**src/rtl/led_frame_rx.sv**
```systemverilog
// LED serial link receiver: recovers start/LED/end frames from the cki/sdi pair
// and presents each LED frame as brightness plus {B,G,R} colour.
module led_frame_rx #(
    parameter int LED_NUM     = 4,
    parameter int TIMEOUT_CNT = 64
) (
    input  logic        clk,
    input  logic        rstn,
    input  logic        cki,
    input  logic        sdi,
    output logic        led_vld,
    output logic [10:0] led_idx,
    output logic [4:0]  led_bright,
    output logic [23:0] led_data,
    output logic        frame_done,
    output logic        hdr_err,
    output logic        end_err,
    output logic        tmo_err,
    output logic        busy
);
    typedef enum logic [1:0] {HUNT, ARMED, DATA, TAIL} state_t;

    localparam logic [10:0] LAST_LED = 11'(LED_NUM - 1);
    localparam logic [15:0] TMO_LAST = 16'(TIMEOUT_CNT - 1);

    logic        cki_m, cki_s, cki_d, sdi_m, sdi_s;
    logic        bit_ev;
    logic [31:0] word;
    state_t      state, state_n;
    logic [5:0]  zrun, zrun_n, bit_cnt, bit_cnt_n;
    logic [10:0] led_cnt, led_cnt_n;
    logic [30:0] sr, sr_n;
    logic [15:0] idle, idle_n;
    logic        led_ld, vld_n, done_n, herr_n, eerr_n, terr_n;

    always_ff @(posedge clk or negedge rstn) begin
        if (!rstn) begin
            cki_m <= 1'b0;
            cki_s <= 1'b0;
            cki_d <= 1'b0;
            sdi_m <= 1'b0;
            sdi_s <= 1'b0;
        end else begin
            cki_m <= cki;
            cki_s <= cki_m;
            cki_d <= cki_s;
            sdi_m <= sdi;
            sdi_s <= sdi_m;
        end
    end

    assign bit_ev = cki_s & ~cki_d;
    // sr keeps the 31 bits already captured; word is the frame including this bit
    assign word   = {sr, sdi_s};
    assign busy   = (state != HUNT);

    always_comb begin
        state_n   = state;
        zrun_n    = zrun;
        bit_cnt_n = bit_cnt;
        led_cnt_n = led_cnt;
        sr_n      = sr;
        idle_n    = 16'd0;
        led_ld    = 1'b0;
        vld_n     = 1'b0;
        done_n    = 1'b0;
        herr_n    = 1'b0;
        eerr_n    = 1'b0;
        terr_n    = 1'b0;
        if (state != HUNT)
            idle_n = bit_ev ? 16'd0 : idle + 16'd1;
        case (state)
            HUNT: begin
                if (bit_ev) begin
                    if (sdi_s) begin
                        zrun_n = 6'd0;
                    end else begin
                        zrun_n = zrun + 6'd1;
                        if (zrun == 6'd31)
                            state_n = ARMED;
                    end
                end
            end
            ARMED: begin
                if (bit_ev && sdi_s) begin
                    sr_n      = 31'd1;
                    bit_cnt_n = 6'd1;
                    led_cnt_n = 11'd0;
                    state_n   = DATA;
                end
            end
            DATA: begin
                if (bit_ev) begin
                    sr_n      = word[30:0];
                    bit_cnt_n = (bit_cnt == 6'd31) ? 6'd0 : bit_cnt + 6'd1;
                    if (bit_cnt == 6'd31) begin
                        if (word[31:29] == 3'b111) begin
                            vld_n     = 1'b1;
                            led_ld    = 1'b1;
                            led_cnt_n = led_cnt + 11'd1;
                            if (led_cnt == LAST_LED)
                                state_n = TAIL;
                        end else begin
                            herr_n  = 1'b1;
                            zrun_n  = 6'd0;
                            state_n = HUNT;
                        end
                    end
                end
            end
            default: begin
                if (bit_ev) begin
                    sr_n      = word[30:0];
                    bit_cnt_n = (bit_cnt == 6'd31) ? 6'd0 : bit_cnt + 6'd1;
                    if (bit_cnt == 6'd31) begin
                        done_n  = (word == 32'hFFFF_FFFF);
                        eerr_n  = (word != 32'hFFFF_FFFF);
                        zrun_n  = 6'd0;
                        state_n = HUNT;
                    end
                end
            end
        endcase
        // a bit event in the threshold cycle wins over the timeout
        if (state != HUNT && !bit_ev && idle == TMO_LAST) begin
            terr_n  = 1'b1;
            zrun_n  = 6'd0;
            idle_n  = 16'd0;
            state_n = HUNT;
        end
    end

    always_ff @(posedge clk or negedge rstn) begin
        if (!rstn) begin
            state      <= HUNT;
            zrun       <= 6'd0;
            bit_cnt    <= 6'd0;
            led_cnt    <= 11'd0;
            sr         <= 31'd0;
            idle       <= 16'd0;
            led_vld    <= 1'b0;
            led_idx    <= 11'd0;
            led_bright <= 5'd0;
            led_data   <= 24'd0;
            frame_done <= 1'b0;
            hdr_err    <= 1'b0;
            end_err    <= 1'b0;
            tmo_err    <= 1'b0;
        end else begin
            state      <= state_n;
            zrun       <= zrun_n;
            bit_cnt    <= bit_cnt_n;
            led_cnt    <= led_cnt_n;
            sr         <= sr_n;
            idle       <= idle_n;
            led_vld    <= vld_n;
            frame_done <= done_n;
            hdr_err    <= herr_n;
            end_err    <= eerr_n;
            tmo_err    <= terr_n;
            if (led_ld) begin
                led_idx    <= led_cnt;
                led_bright <= word[28:24];
                led_data   <= word[23:0];
            end
        end
    end
endmodule

```
**config.mk**
```make
export PLATFORM = sky130hd
export DESIGN_NAME = led_frame_rx
export DESIGN_NICKNAME = d
export VERILOG_FILES = /design/src/rtl/led_frame_rx.sv
export SDC_FILE = /design/constraint.sdc
export NUM_CORES = 1
export LEC_CHECK = 0
export ABC_CLOCK_PERIOD_IN_PS = 2700
export CAP_MARGIN = 40
export CORE_MARGIN = 2
export CORE_UTILIZATION = 50
export DETAILED_ROUTE_END_ITERATION = 6
export PLACE_DENSITY = 0.68
export SYNTH_ARGS = -nofsm -noshare
export SYNTH_HDL_FRONTEND = slang
export SYNTH_SLANG_ARGS = --single-unit
```
**constraint.sdc**
```tcl
create_clock -name clk -period 2.7 [get_ports clk]
set_clock_uncertainty 0.1 [all_clocks]
set_input_delay 0.54 -clock clk [delete_from_list [all_inputs] [get_ports clk]]
set_output_delay 0.54 -clock clk [all_outputs]
set_load 0.02 [all_outputs]
```
# --- Word-level counts from Yosys, hierarchy flattened ---
# Index checks and enable logic that the tools add are counted.
totals:
  wordCells: 116
  register_bits: 122
  input_bits: 4
classes:
  n_reduce_logical: 17
  addsub: 4
  bitwise: 3
  n_eq_ne: 22
  muxes: 51
ops:
  columns: ["operator", "n"]
  rows:
  - ["6-bit 2-to-1 mux", 11]
  - ["31-bit 2-to-1 mux", 2]
  - ["31-bit one-hot mux with 2 select lines", 1]
  - ["16-bit 2-to-1 mux", 3]
  - ["11-bit 2-to-1 mux", 4]
  - ["32-bit equality test, second input constant", 1]
  - ["32-bit inequality test, second input constant", 1]
  - ["2-bit 2-to-1 mux", 11]
  - ["11-bit one-hot mux with 2 select lines", 1]
  - ["3-bit inequality test, second input constant", 7]
  - ["6-bit one-hot mux with 3 select lines", 1]
  - ["16-bit by 1-bit adder with 16-bit output, second input constant", 1]
  - ["16-bit by 6-bit equality test with 1-bit output, second input constant", 1]
  - ["1-bit 2-to-1 mux", 15]
  - ["6-bit by 1-bit adder with 6-bit output, second input constant", 2]
  - ["6-bit by 5-bit equality test with 1-bit output, second input constant", 2]
  - ["6-bit one-hot mux with 2 select lines", 1]
  - ["11-bit by 1-bit adder with 11-bit output, second input constant", 1]
  - ["11-bit by 2-bit equality test with 1-bit output, second input constant", 1]
  - ["2-bit inequality test, second input constant", 5]
  - ["5-bit AND reduction", 2]
  - ["9-bit AND reduction", 1]
  - ["2-bit nonzero test", 4]
  - ["2-bit one-hot mux with 3 select lines", 1]
  - ["13 further kinds", 17]

# --- Logic depth before layout (Yosys ltp) ---
depth:
  word_depth: 7
  ltp_mapped: 8
  ltp_nobuf: 7

# --- Least setup slack after synthesis ---
# OpenSTA, ideal clock, no wires.
synth_timing:
  kind: "register to register"
  start: "register bit_cnt[0]"
  end: "register led_cnt[10]"
  setup_slack_ps: 844
  n_path_buf: 1
  arrival_ps: 1624
  synth_period_minus_slack_ps: 1856
  stages_incl_launch_ff: 8
  setup_time_ps: 133
  path_cell_list: "dfrtp_1 -> ha_1 -> nand4_2 -> or3_1 -> buf_6 -> nor4_2 -> xnor2_1 -> nor2_2"
synth_via:
  elab_chain_cells: 3
synth_rtl:
  columns: ["element", "line_no", "source"]
  rows:
  - ["start: declaration", "30", "logic [5:0] zrun, zrun_n, bit_cnt, bit_cnt_n;"]
  - ["start signal: assignment", "152", "bit_cnt <= bit_cnt_n;"]
  - ["6-bit by 5-bit equality test with 1-bit output", "96", "if (bit_cnt == 6'd31) begin"]
  - ["2-bit inequality test (no source line)", null, null]
  - ["5-bit AND reduction (no source line)", null, null]
  - ["end signal: assignment", "153", "led_cnt <= led_cnt_n;"]
  - ["end: declaration", "31", "logic [10:0] led_cnt, led_cnt_n;"]
# Every way passes these cells.
# A chain may end at the register's enable or synchronous reset.

# --- Worst setup path after layout ---
layout_timing:
  start: "register state[1]"
  end: "output busy"
layout_via:
  elab_chain_cells: 1
layout_rtl:
  columns: ["element", "line_no", "source"]
  rows:
  - ["start: declaration", "29", "state_t state, state_n;"]
  - ["start signal: assignment", "150", "state <= state_n;"]
  - ["2-bit nonzero test", "55", "assign busy = (state != HUNT);"]
  - ["end: declaration", "19", "output logic busy"]
# Every way passes these cells.

==> results.json <==
{
  "status": "completed",
  "grt_pass1_wl_um": 17900,
  "ir_worst_vdd_v": 0.000493,
  "antenna_left": 0,
  "n_antenna_cell": 0,
  "first_global_vias": 3698,
  "synth.area.top_cells": "dfrtp_1 59%, nand2_1 9.3%, a22o_1 5.3%, nand3_1 2.2%, nor2_1 2.2%",
  "finalWirelength_um": 10100,
  "clkSinkCount": 122,
  "synth_top_cell_by_area": "dfrtp_1",
  "worst_setup_hold_path_clk_slew_ps": 60,
  "slew_headroom": 0.578,
  "core_area_sq_um": 10200,
  "wire_per_inst_um": 14.4,
  "final_common_cell": "nand2_1",
  "critPathMaxFanout": 15,
  "yosys.cell_types.count": 48,
  "crit_path_start_kind": "flop",
  "portBuffers": 49,
  "synth_area_sq_um": 5160,
  "grt_max_degree": 48,
  "power_density_nw_per_um2": 768,
  "gp_congestion": 0.782,
  "start_util": 0.506,
  "ios": 50,
  "drive_gt1_frac": 0.116,
  "synth_cells": 497,
  "ys.flop_type": "dfrtp_1",
  "end_kind": "primary output",
  "dieWidth_um": 106,
  "async_flop_share": 1.00,
  "clock_latency_ps": 510,
  "hold_viol_final": 0,
  "seq_area_frac_synth": 0.592,
  "power_mw": 4.93,
  "fmax_mhz": 386,
  "cts-root-buf": "clkbuf_8",
  "fp.dieH_um": 106,
  "maxSlewViolCount": 0,
  "crit_arrival_ps": 1950,
  "period_share": 0.960,
  "antenna_found_initial": 0,
  "syn2layout_area_growth_pct": 24.3,
  "place_inst": 670,
  "fillCellCount": 859,
  "layout_common_cells": "128 x nand2_1, 122 x dfrtp_1, 48 x clkdlybuf4s50_1",
  "grt_remaining_overflow": 0,
  "cts_tree": "done",
  "finalSetupTns_ps": 0,
  "synth_top_area_share": 0.592,
  "period_needed_ps": 2590,
  "fp-row-count": 37,
  "synth_warnings": 0,
  "clock_path_buffers": 2,
  "htreeDepth": 4,
  "ys_ff_latch": 122,
  "cts_made_buffers": 17,
  "worstPathRequired_ps": 2060,
  "track_usage": 0.202,
  "first_pass_iters": 4,
  "final_nets": 562,
  "tightestPinTransition_ps": 631,
  "synth_fp_nets": 505,
  "dieArea_sq_um": 11100,
  "setup_violations": 0,
  "post-cts-setup-buffers": 0,
  "synth_area_per_cell_sq_um": 10.4,
  "worstHoldPathType": "flop to flop",
  "route.detailed.drc": 0,
  "synth_edf_count": 0,
  "dp_hpwl_um": 6720,
  "rsz0062_at_grt": "false",
  "vias": 3727,
  "fin_cells": 703,
  "leakagePower_nw": 3.01,
  "max_cap_viol_count": 0,
  "drt_first_iter_violations": 212,
  "whs_ps": 251,
  "routed_via_density": 5.30,
  "worstSetupPathType": "flop to primary output"
}
-- critical path, stage by stage (launching register included) --
cell and delay [ps]:
dfrtp_1 520, or2_2 380, clkdlybuf4s50_1 550
-- routing by layer --
metal  part of all wire  vias up  track usage
met3              0.037        7       0.0563
met1               0.49     1818        0.294
li1                   -     1826            -
met5                  0        -            0
met2               0.47       76        0.298
met4             0.0081        0       0.0602
-- flip-flops by register name, summed over array words and instances (netlist names), 2 cells and up --
name and cells:
zrun 6, led_idx 11, idle 16, led_cnt 11
led_data 24, led_bright 5, bit_cnt 6, state 2
sr 31
-- per-stage QoR --
step | utilization | instance area (sq um) | worst slack, ps
floorplan | - | 5160 | 844
global placement | 0.571 | 5820 | 607
detailed placement | 0.571 | 5820 | 537
CTS | 0.629 | 6410 | 91.8
global route | 0.629 | 6410 | 42.4
finish | 0.629 | 6410 | 108
-- cell usage after synthesis (3+ instances only) --
cell type / count
nor2_2: 5
a31oi_1: 5
and2_1: 3
nand2_1: 128
a21oi_1: 4
nor3_1: 8
nand4_1: 13
nor2_1: 30
inv_1: 12
nand3_1: 23
or4_1: 3
o21ai_0: 14
clkbuf_1: 14
a22o_1: 31
and3_1: 3
nor4_2: 6
dfrtp_1: 122
buf_2: 6
nor2b_1: 4
a21o_1: 3
xor2_1: 12
xnor2_1: 11
ha_1: 4
-- worst paths after layout --
check	startpoint	slack (ps)	endpoint	depth (start not counted)
worst max-delay path	state[1]$_DFFE_PN0P_	110	busy	2
worst min-delay path	sdi_m$_DFF_PN0_	250	sdi_s$_DFF_PN0_	0
worst max register to register	sdi_s$_DFF_PN0_	530	end_err$_DFF_PN0_	5
worst min register to register	sdi_m$_DFF_PN0_	250	sdi_s$_DFF_PN0_	0
max in group asynchronous	rstn	1400	idle[1]$_DFF_PN0_	3
min in group asynchronous	rstn	470	led_cnt[7]$_DFFE_PN0P_	2
-- cells by family (layout without fill, tap and decap cells) --
| family | Yosys count | after routing | synth area share |
|---|---|---|---|
| compound gates | 66 | 66 | 0.0961 |
| buf+inv | 35 | 105 | 0.0289 |
| simple gates | 244 | 244 | 0.228 |
| mux | 3 | 3 | 0.00607 |
| fa+ha+maj | 4 | 4 | 0.00971 |
| xor+xnor | 23 | 23 | 0.0391 |
| flops | 122 | 122 | 0.592 |
-- cell type report --
type | count | area (sq um) | area share
Sequential cell | 122 | 3050 | 0.476
Multi-Input combinational cell | 340 | 1950 | 0.305
Timing Repair Buffer | 61 | 606 | 0.0945
Clock buffer | 18 | 418 | 0.0652
Tap cell | 136 | 170 | 0.0265
Clock inverter | 14 | 164 | 0.0256
Inverter | 12 | 45.0 | 0.00703
-- what timing repair did --
item	CTS	global route
hold buffers	1	0
endpoints found under the hold margin	39	0
gates resized for setup	0	0
-- power by group --
part           switching, mW  leakage, nW  internal, mW
combinational          0.298         1.07         0.243
clock                  0.859        0.280          1.34
sequential             0.203         1.66          1.99
total                   1.36         3.01          3.57
No activity file was read; power rests on OpenSTA's default activity.
